[config.mk]
export PLATFORM = sky130hd
export DESIGN_NAME = bit_permute_pipe
export DESIGN_NICKNAME = d
export VERILOG_FILES = /design/src/rtl/bit_permute_pipe.sv
export SDC_FILE = /design/constraint.sdc
export NUM_CORES = 1
export LEC_CHECK = 0
export CAP_MARGIN = 10
export CORE_MARGIN = 2
export CORE_UTILIZATION = 45
export DETAILED_ROUTE_END_ITERATION = 8
export PLACE_DENSITY = 0.73
export SYNTH_ARGS = -nofsm -noshare
export SYNTH_HDL_FRONTEND = slang
export SYNTH_SLANG_ARGS = --single-unit
[constraint.sdc]
create_clock -name clk -period 4.21 [get_ports clk]
set_clock_uncertainty 0.1 [all_clocks]
set_input_delay 0.842 -clock clk [delete_from_list [all_inputs] [get_ports clk]]
set_output_delay 0.842 -clock clk [all_outputs]
set_load 0.05 [all_outputs]
[src/rtl/bit_permute_pipe.sv]
// rtl/bit_permute_pipe.sv - bit permutation (pass/reverse/pair-swap/rotate) carried through a valid/ready pipeline
//
// Ports:
//   clk, rst                 clock, synchronous active-high reset
//   in_valid/in_ready        upstream handshake
//   in_data, in_mode, in_rot word, permutation select, rotate amount (mode 3)
//   out_valid/out_ready      downstream handshake
//   out_data, out_mode       permuted word and the mode that produced it
//   xfer_count               output transfer counter (only with BIT_PERMUTE_PIPE_COUNT_EN)
//
// Optional feature macro: BIT_PERMUTE_PIPE_COUNT_EN

module bit_permute_pipe #(
    parameter int WIDTH = 8,
    parameter int DEPTH = 2
) (
    input  logic                     clk,
    input  logic                     rst,
    input  logic                     in_valid,
    output logic                     in_ready,
    input  logic [WIDTH-1:0]         in_data,
    input  logic [1:0]               in_mode,
    input  logic [$clog2(WIDTH)-1:0] in_rot,
    output logic                     out_valid,
    input  logic                     out_ready,
    output logic [WIDTH-1:0]         out_data,
    output logic [1:0]               out_mode
`ifdef BIT_PERMUTE_PIPE_COUNT_EN
    ,
    output logic [31:0]              xfer_count
`endif
);

    localparam int RW = $clog2(WIDTH);

    function automatic logic [WIDTH-1:0] f_permute(
        input logic [WIDTH-1:0] d,
        input logic [1:0]       m,
        input logic [RW-1:0]    rot
    );
        logic [WIDTH-1:0]   res;
        logic [2*WIDTH-1:0] dbl;
        int                 sh;
        res = d;
        dbl = '0;
        sh  = 0;
        case (m)
            2'd0: res = d;
            2'd1: begin
                for (int i = 0; i < WIDTH; i++) begin
                    res[i] = d[WIDTH-1-i];
                end
            end
            2'd2: begin
                // An odd MSB has no partner and keeps the default copy.
                for (int i = 0; i + 1 < WIDTH; i += 2) begin
                    res[i]   = d[i+1];
                    res[i+1] = d[i];
                end
            end
            default: begin
                // Rotate-left: shift a doubled copy and keep the upper half.
                sh  = int'(rot) % WIDTH;
                dbl = {d, d} << sh;
                res = dbl[2*WIDTH-1:WIDTH];
            end
        endcase
        return res;
    endfunction

    logic [DEPTH-1:0]            r_valid;
    logic [DEPTH-1:0][WIDTH-1:0] r_data;
    logic [DEPTH-1:0][1:0]       r_mode;

    logic [WIDTH-1:0]            w_perm;
    logic [DEPTH-1:0]            w_space;
    logic [DEPTH-1:0]            w_src_valid;
    logic [DEPTH-1:0][WIDTH-1:0] w_src_data;
    logic [DEPTH-1:0][1:0]       w_src_mode;

    assign w_perm = f_permute(in_data, in_mode, in_rot);

    // Stage n may load when it, or any stage after it, is empty, or the
    // output is taking a word: the whole tail then shifts forward by one.
    always_comb begin
        logic w_acc;
        w_acc   = out_ready;
        w_space = '0;
        for (int n = DEPTH - 1; n >= 0; n--) begin
            w_acc      = w_acc | ~r_valid[n];
            w_space[n] = w_acc;
        end
    end

    always_comb begin
        w_src_valid    = '0;
        w_src_data     = '0;
        w_src_mode     = '0;
        w_src_valid[0] = in_valid;
        w_src_data[0]  = w_perm;
        w_src_mode[0]  = in_mode;
        for (int n = 1; n < DEPTH; n++) begin
            w_src_valid[n] = r_valid[n-1];
            w_src_data[n]  = r_data[n-1];
            w_src_mode[n]  = r_mode[n-1];
        end
    end

    always_ff @(posedge clk) begin
        if (rst) begin
            r_valid <= '0;
        end else begin
            for (int n = 0; n < DEPTH; n++) begin
                if (w_space[n]) begin
                    r_valid[n] <= w_src_valid[n];
                end
            end
        end
    end

    // Payload registers are left unreset; they are only observed behind a valid bit.
    always_ff @(posedge clk) begin
        for (int n = 0; n < DEPTH; n++) begin
            if (w_space[n]) begin
                r_data[n] <= w_src_data[n];
                r_mode[n] <= w_src_mode[n];
            end
        end
    end

    // Handshakes are masked during reset so no word transfers while rst is high.
    assign in_ready  = w_space[0] & ~rst;
    assign out_valid = r_valid[DEPTH-1] & ~rst;
    assign out_data  = r_data[DEPTH-1];
    assign out_mode  = r_mode[DEPTH-1];

`ifdef BIT_PERMUTE_PIPE_COUNT_EN
    logic [31:0] r_xfer_count;

    always_ff @(posedge clk) begin
        if (rst) begin
            r_xfer_count <= '0;
        end else if (out_valid && out_ready) begin
            r_xfer_count <= r_xfer_count + 32'd1;
        end
    end

    assign xfer_count = r_xfer_count;
`endif

endmodule

==> flow_metrics.tcl, run 1 <==
set metrics [dict create \
    clk_pin_slew_ns 0.12 \
    area_growth_pct 20.80 \
    fp.dieH_um 57.36 \
    clkSinkCount 22 \
    io_buffers 28 \
    maxCapViolations 0 \
    cp-end-kind "output pin" \
    synth_cell_types 21 \
    crit_path_start_kind "input pin" \
    cts_tree "built" \
    core_area_sq_mm 0.002734 \
    outcome "complete, no violations" \
    clkPwrFrac_pct 27.2 \
    detail_route.iter0.violations 13 \
    netlist_instances 94 \
    fin_util_pct 56.61 \
    report.final.slew_viol_count 0 \
    slew_headroom_pct 66.04 \
    hold_viol 0 \
    p_sw_w 0.0001461 \
    cts_htree_levels 1 \
    drc 0 \
    clockBufferDepth 2 \
    grt_setup_unrepaired "no" \
    root_buffer "clkbuf_4" \
    period_share_pct 80.64 \
    num_vias 808 \
    cts_hold_buf 0 \
    cts_buffers 3 \
    gp_congestion 0.8038 \
    power.density_mw_per_mm2 367.6 \
    min_period_ns 3.395 \
    grt_max_degree 16 \
    cellInternalPower_w 0.0004229 \
    p_comb_share_pct 25.4 \
    hpwl_um 1698 \
    worst_slew_pin_slew_ns 0.5078 \
    ff2ff_path_depth 2 \
    criticalPathCategory "input pin to output pin" \
    die-area_sq_mm 0.003290 \
    grt_util_all_layers_pct 13.65 \
    routedWlPerCell_um 14.86 \
    overflow 0 \
    avgSynthCellArea_sq_um 13.63 \
    switching_share_pct 25.68 \
    p_seq_share_pct 47.4 \
    start_util_pct 46.86 \
    stdcell_count 141 \
    grt_pass1_vias 804 \
    peakVddDrop_mv 0.2961 \
    yosys_warnings 0 \
    ys_seq_area_share_pct 50.00 \
    synth-seq-cells 22 \
    setup_viol 0 \
    total_leakage_power_nw 0.5578 \
    holdPathStages 0 \
    post-cts-setup-buffers 0 \
    drive_gt1_share_pct 16.36 \
    path_max_fanout 3 \
    dp.cells 137 \
    drt_wl_total_um 2095 \
    firstDrtPassIters 4 \
    syn-num-nets 111 \
    insertion_delay_ns 0.30 \
    setup_tns_ns 0 \
    total_power_w 0.0005690 \
    synth_area_sq_mm 0.001281 \
    cp_data_arrival_time_ns 2.45 \
    n_antenna_cell 0 \
    antenna_found_initial 0 \
    layout_setup_ws_ns 0.8149 \
    num_rows 19 \
    ant_nets 0 \
    hp-class "flip-flop to flip-flop" \
    die_w_um 57.36 \
    required_ns 3.27 \
    layout.nets 128 \
    grt_first_pass_wirelength_um 3484 \
    max_freq_ghz 0.2945 \
    place_ws_ns 0.8036 \
    num_io_pins 29 \
    vias_per_cell 5.730 \
    cts_resized 0 \
]
==> area by class of cell <==
type | count | area [sq um]
Fill cell | 212 | 1186
Multi-Input combinational cell | 54 | 528.0
Clock inverter | 1 | 30.03
Clock buffer | 3 | 22.52
Timing Repair Buffer | 28 | 280.3
Tap cell | 31 | 38.79
Inverter | 2 | 7.507
Sequential cell | 22 | 640.6
==> logic make-up after synthesis <==
| group | after synthesis | share of synthesized area, % |
|---|---|---|
| AO/OA/AOI/OAI | 16 | 8.789 |
| buffers and inverters | 18 | 8.789 |
| flip-flops | 22 | 50.00 |
| multiplexers | 22 | 26.17 |
| AND/OR/NAND/NOR | 16 | 6.250 |
==> critical path, stage by stage <==
cell and delay (ns):
clkdlybuf4s50_1 0.47, and3b_1 0.21, nor2_1 0.11, clkdlybuf4s50_1 0.82
==> per-layer routing <==
| metal | vias up | track usage, % | share of wire (%) |
|---|---|---|---|
| met1 | 390 | 15.44 | 39 |
| met2 | 25 | 24.84 | 55 |
| met5 | - | 0 | 0 |
| met3 | 6 | 1.361 | 3.2 |
| li1 | 387 | - | - |
| met4 | 0 | 7.641 | 2.9 |
==> synthesized netlist by cell type <==
library cell / n / share of area [%]
edfxtp_1: 20 / 47
buf_4: 10 / 5.9
nor2_1: 9 / 2.6
mux2i_1: 8 / 6.3
a21oi_1: 6 / 2.3
mux2_2: 6 / 5.3
mux4_2: 6 / 11
nor2b_1: 4 / 2.0
o22ai_1: 4 / 2.0
clkbuf_1: 3 / 0.88
a221oi_2: 2 / 2.3
buf_1: 2 / 0.59
dfxtp_1: 2 / 3.1
inv_1: 2 / 0.59
mux4_1: 2 / 4.1
o21ai_0: 2 / 0.78
o31a_1: 2 / 1.4
and2_1: 1 / 0.49
and3b_1: 1 / 0.68
buf_6: 1 / 0.88
nand2b_1: 1 / 0.49
==> metrics by stage <==
| stage | area, sq um | hold WS [ns] |
|---|---|---|
| 3_3_place_gp | 1495 | 0.3005 |
| 5_1_grt | 1548 | 0.3418 |
| 3_5_place_dp | 1495 | 0.3045 |
| 4_1_cts | 1548 | 0.3335 |
| 2_1_floorplan | 1281 | 0.3003 |
| 6_report | 1548 | 0.3334 |
==> state kept, by name, indices dropped and copies added, names as in the netlist <==
signal,flops
r_mode,2
r_data,8
out_data,8
r_valid,2
out_mode,2
==> cell usage in the layout, fill, tap and decap left out, drive strengths merged, types with 3 or more instances in the layout <==
master and n:
clkdlybuf4s50 28, edfxtp 20, nor2 9, mux2i 8, mux4 8, mux2 6, a21oi 6, nor2b 4
o22ai 4, clkbuf 3
==> final timing paths <==
path | start | endpoint | slack, ns
setup / recovery | out_ready | in_ready | 0.81
setup reg to reg | r_valid[1] | r_data[2] | 2.98
hold / removal | r_mode[1] | out_mode[1] | 0.33
hold reg to reg | r_mode[1] | out_mode[1] | 0.33
==> power by group through the flow <==
| stage | logic, W | clock network, W | registers [W] |
|---|---|---|---|
| after CTS | 0.000145 | 0.000159 | 0.000270 |
| after detailed placement | 0.000145 | 0 | 0.000276 |
| after global placement | 0.000142 | 0 | 0.000273 |
| after floorplan | 0.000111 | 0 | 0.000273 |
| final | 0.000144 | 0.000155 | 0.000270 |
| after global routing | 0.000153 | 0.000167 | 0.000272 |
Note: power is estimated with default switching activity, not from simulation.
==> run 2, diff against run 1 <==
CORE_UTILIZATION = 44   (was 45)
PLACE_DENSITY = 0.74   (was 0.73)
clock period = 3 ns   (was 4.21 ns; I/O delays follow)
==> flow_metrics.tcl, run 2 (synthesis gave the netlist of run 1 again) <==
set metrics [dict create \
    outcome "complete, no violations" \
    nFillCells 245 \
    r2r_end "r_data[3]" \
    root_buffer "clkbuf_4" \
    p_sw_w 0.0001986 \
    crit_path_top_delay_cell "clkdlybuf4s50_1" \
    clkPwrFrac_pct 17.8 \
    criticalPathCategory "input pin to flip-flop" \
    min_period_ns 2.363 \
    core_area_sq_mm 0.002758 \
    power.density_mw_per_mm2 463.7 \
    maxCapViolations 0 \
    hpwl_um 1795 \
    clockBufferDepth 2 \
    worst_path_largest_cell_delay_ns 0.74 \
    insertion_delay_ns 0.29 \
    routedWlPerCell_um 15.62 \
    die-area_sq_mm 0.003359 \
    period_share_pct 78.76 \
    setup_tns_ns 0 \
    cts_hold_buf 0 \
    total_leakage_power_nw 0.5572 \
    drive_gt1_share_pct 18.75 \
    p_seq_share_pct 53.3 \
    cp-startpoint "in_rot[0]" \
    hold_viol 0 \
    num_rows 19 \
    cp_data_arrival_time_ns 2.38 \
    fin_util_pct 55.54 \
    crit_path_start_kind "input pin" \
    die_w_um 57.96 \
    cts_resized 0 \
    p_comb_share_pct 28.9 \
    path_max_fanout 8 \
    area_growth_pct 19.53 \
    regToRegSetupSlack_ns 1.75 \
    start_util_pct 46.46 \
    fp.dieH_um 57.96 \
    max_freq_ghz 0.4232 \
    ant_nets 0 \
    layout.nets 130 \
    report.final.slew_viol_count 0 \
    cellInternalPower_w 0.0005115 \
    drt_wl_total_um 2234 \
    hp-class "flip-flop to flip-flop" \
    switching_share_pct 27.97 \
    timing.rr.start "r_valid[1]" \
    dp.cells 139 \
    clkSinkCount 22 \
    post-cts-setup-buffers 0 \
    cts_buffers 3 \
    worst_slew_pin_slew_ns 0.5002 \
    stdcell_count 143 \
    overflow 0 \
    grt_pass1_vias 852 \
    mostFrequentLayoutCell "clkdlybuf4s50_1" \
    cp-end-kind "flip-flop" \
    cts_tree "built" \
    endpoint "r_data[7]" \
    num_vias 832 \
    seqCellArea_sq_um 640.6 \
    grt_util_all_layers_pct 14.75 \
    antenna_found_initial 0 \
    detail_route.iter0.violations 9 \
    clk_pin_slew_ns 0.10 \
    required_ns 3.02 \
    final_cell_mix "clkdlybuf4s50_1, edfxtp_1, nor2_1" \
    drc 0 \
    io_buffers 28 \
    slew_headroom_pct 66.55 \
    num_io_pins 29 \
    peakVddDrop_mv 0.4439 \
    gp_congestion 0.8029 \
    ff2ff_path_depth 2 \
    grt_max_degree 16 \
    grt_first_pass_wirelength_um 3622 \
    crit_chain "clkdlybuf4s50_1 -> mux2i_1 -> mux4_2 -> a221oi_2" \
    cts_htree_levels 1 \
    n_antenna_cell 0 \
    multi_input_area_sq_um 528.0 \
    grt_setup_unrepaired "no" \
    vias_per_cell 5.818 \
    firstDrtPassIters 4 \
    setup_viol 0 \
]
-- run 2: changes by cell type in the layout (fill, tap and decap cells not counted), sizes merged --
cell / previous run / this run
clkbuf: 3 / 4
buf: 0 / 4
bufinv: 1 / 0
clkdlybuf4s50: 28 / 26
-- run 2: stage by stage --
| stage | hold WS, ns | setup slack [ns] | cell area (sq um) | power [W] |
|---|---|---|---|---|
| final | 0.3277 | 0.6372 | 1531 | 0.0007101 |
| after global routing | 0.3365 | 0.5903 | 1531 | 0.0007441 |
| after CTS | 0.3295 | 0.6635 | 1531 | 0.0007169 |
| after detailed placement | 0.3045 | 0.3425 | 1505 | 0.0005916 |
| after global placement | 0.3034 | 0.4522 | 1505 | 0.0005846 |
| after floorplan | 0.3003 | 0.8715 | 1281 | 0.0005378 |
-- run 2: power by group through the flow --
stage          Clock [W]  Sequential [W]  Combinational (W)
6_report        0.000126        0.000378           0.000205
2_1_floorplan          0        0.000383           0.000155
5_1_grt         0.000145        0.000382           0.000218
3_3_place_gp           0        0.000384           0.000201
4_1_cts         0.000132        0.000379           0.000206
3_5_place_dp           0        0.000386           0.000205
-- run 2: layer usage --
layer  share of wire, %  vias up  wire length (um)  global-route usage, %
met5                  0        -                 0                      0
met2                 54       42              1202                  28.25
met3                5.1        8               113                 0.6696
met1                 36      390               813                  14.26
met4                4.7        0               104                  12.29
li1                   -      392                 -                      -
-- run 2: critical path, delay by kind of cell --
kind	cells	cell delay [ns]
compound gates	1	0.29
buf+inv	1	0.74
mux	2	0.74
-- run 2: final cells by class --
type                            instances  share of cell area, %
Inverter                                2                 0.4902
Tap cell                               31                  2.533
Timing Repair Buffer                   30                  18.95
Sequential cell                        22                  41.83
Multi-Input combinational cell         54                  34.48
Clock buffer                            4                  1.716
-- run 2: how the worst min path moves through the flow --
stage,start,end,slack [ns],cells past startpoint
after floorplan,r_data[0],out_data[0],0.30,0
after global placement,r_data[6],out_data[6],0.30,0
after detailed placement,r_data[3],out_data[3],0.30,0
after CTS,r_data[3],out_data[3],0.33,0
after global routing,r_mode[0],out_mode[0],0.34,0
final,r_data[3],out_data[3],0.33,0
==> run 3, diff against run 2 <==
CORE_UTILIZATION = 45   (was 44)
PLACE_DENSITY = 0.73   (was 0.74)
clock period = 2.3 ns   (was 3 ns; I/O delays follow)
==> flow_metrics.tcl, run 3 (synthesis gave the netlist of run 1 again) <==
set metrics [dict create \
    gp_congestion 0.7922 \
    layout.nets 133 \
    grt_first_pass_wirelength_um 3456 \
    cts_hold_buf 0 \
    grt_max_degree 16 \
    report.final.slew_viol_count 0 \
    grt_setup_unrepaired "no" \
    cts_buffers 3 \
    cp-end-kind "output pin" \
    crit_path_top_delay_cell "clkdlybuf4s50_1" \
    num_vias 809 \
    num_rows 19 \
    grt_util_all_layers_pct 13.69 \
    antenna_found_initial 0 \
    drc 0 \
    root_buffer "clkbuf_4" \
    cts_htree_levels 1 \
    start_util_pct 46.86 \
    setup_viol 0 \
    n_antenna_cell 0 \
    core_area_sq_mm 0.002734 \
    ant_nets 0 \
    io_buffers 28 \
    maxCapViolations 0 \
    drt_wl_total_um 2099 \
    clkSinkCount 22 \
    area_growth_pct 23.24 \
    final_cell_mix "clkdlybuf4s50_1, edfxtp_1, nor2_1" \
    max_freq_ghz 0.4851 \
    gr-usage-met3_pct 2.041 \
    ff2ff_path_depth 2 \
    crit_chain "clkdlybuf4s50_1 -> and3b_1 -> nor2_1 -> buf_12" \
    holdPathStages 0 \
    outcome "complete, no violations" \
    cp_data_arrival_time_ns 1.50 \
    die-area_sq_mm 0.003290 \
    insertion_delay_ns 0.29 \
    crit_path_start_kind "input pin" \
    num_io_pins 29 \
    slew_headroom_pct 67.10 \
    min_period_ns 2.061 \
    worst_path_largest_cell_delay_ns 0.49 \
    cts_resized 0 \
    grt.busiest_layer "met2" \
    power.density_mw_per_mm2 589.2 \
    period_share_pct 89.62 \
    worst_slew_pin_slew_ns 0.4920 \
    detail_route.iter0.violations 10 \
    use_met2_pct 25.16 \
    fp.dieH_um 57.36 \
    routedWlPerCell_um 14.38 \
    grt_pass1_vias 760 \
    criticalPathCategory "input pin to output pin" \
    setup_tns_ns 0 \
    hp-class "flip-flop to flip-flop" \
    mostFrequentLayoutCell "clkdlybuf4s50_1" \
    hold_viol 0 \
    total_leakage_power_nw 0.5796 \
    clk_pin_slew_ns 0.11 \
    vias_per_cell 5.541 \
    required_ns 1.74 \
    path_max_fanout 3 \
    use_met1_pct 15.98 \
    firstDrtPassIters 2 \
    fin_util_pct 57.76 \
    overflow 0 \
    clockBufferDepth 2 \
    die_w_um 57.36 \
    drive_gt1_share_pct 20.87 \
    hpwl_um 1718 \
    cts_tree "built" \
    post-cts-setup-buffers 0 \
    hold_slack_ns 0.3295 \
    peakVddDrop_mv 0.4747 \
]
run 3: cell types whose count changed in the layout (fill, tap and decap cells not counted), sizes merged:
cell,delta
buf,+3
clkbuf,-1
clkinv,+1
run 3: final timing paths:
path,startpoint,endpoint,slack (ns)
max,out_ready,in_ready,0.24
min,r_data[4],out_data[4],0.33
max reg2reg,r_valid[1],r_data[3],1.01
min reg2reg,r_data[4],out_data[4],0.33
run 3: worst max-delay path, delay by kind of cell:
kind	cells	cell delay [ns]
buffers and inverters	2	0.65
and+or+nand+nor	2	0.39
run 3: power breakdown:
part           internal (W)  switching [W]
Combinational      0.000124       0.000150
Sequential         0.000483      0.0000103
Clock             0.0000630       0.000101
Total              0.000670       0.000261
run 3: layout make-up:
class | instances | area [sq um]
clock inverter | 1 | 3.754
sequential | 22 | 640.6
clock buffer | 3 | 22.52
fill | 222 | 1155
inverter | 2 | 7.507
multi-input combinational | 54 | 528.0
timing repair buffer | 33 | 337.8
tap | 31 | 38.79
run 3: per-stage QoR:
step / setup WS [ns] / total power (W) / std cells / area, sq um
3_3_place_gp: -0.03321 / 0.0007707 / 142 / 1553
5_1_grt: 0.1749 / 0.0009746 / 146 / 1579
4_1_cts: 0.2191 / 0.0009394 / 146 / 1579
6_report: 0.2388 / 0.0009304 / 146 / 1579
3_5_place_dp: -0.05607 / 0.0007775 / 142 / 1553
2_1_floorplan: 0.4319 / 0.0007014 / 94 / 1281
run 3: per-layer routing:
| metal | share of wire [%] | routed length (um) |
|---|---|---|
| met3 | 3.0 | 63 |
| met4 | 0.86 | 18 |
| met5 | 0 | 0 |
| met2 | 56 | 1171 |
| met1 | 40 | 846 |
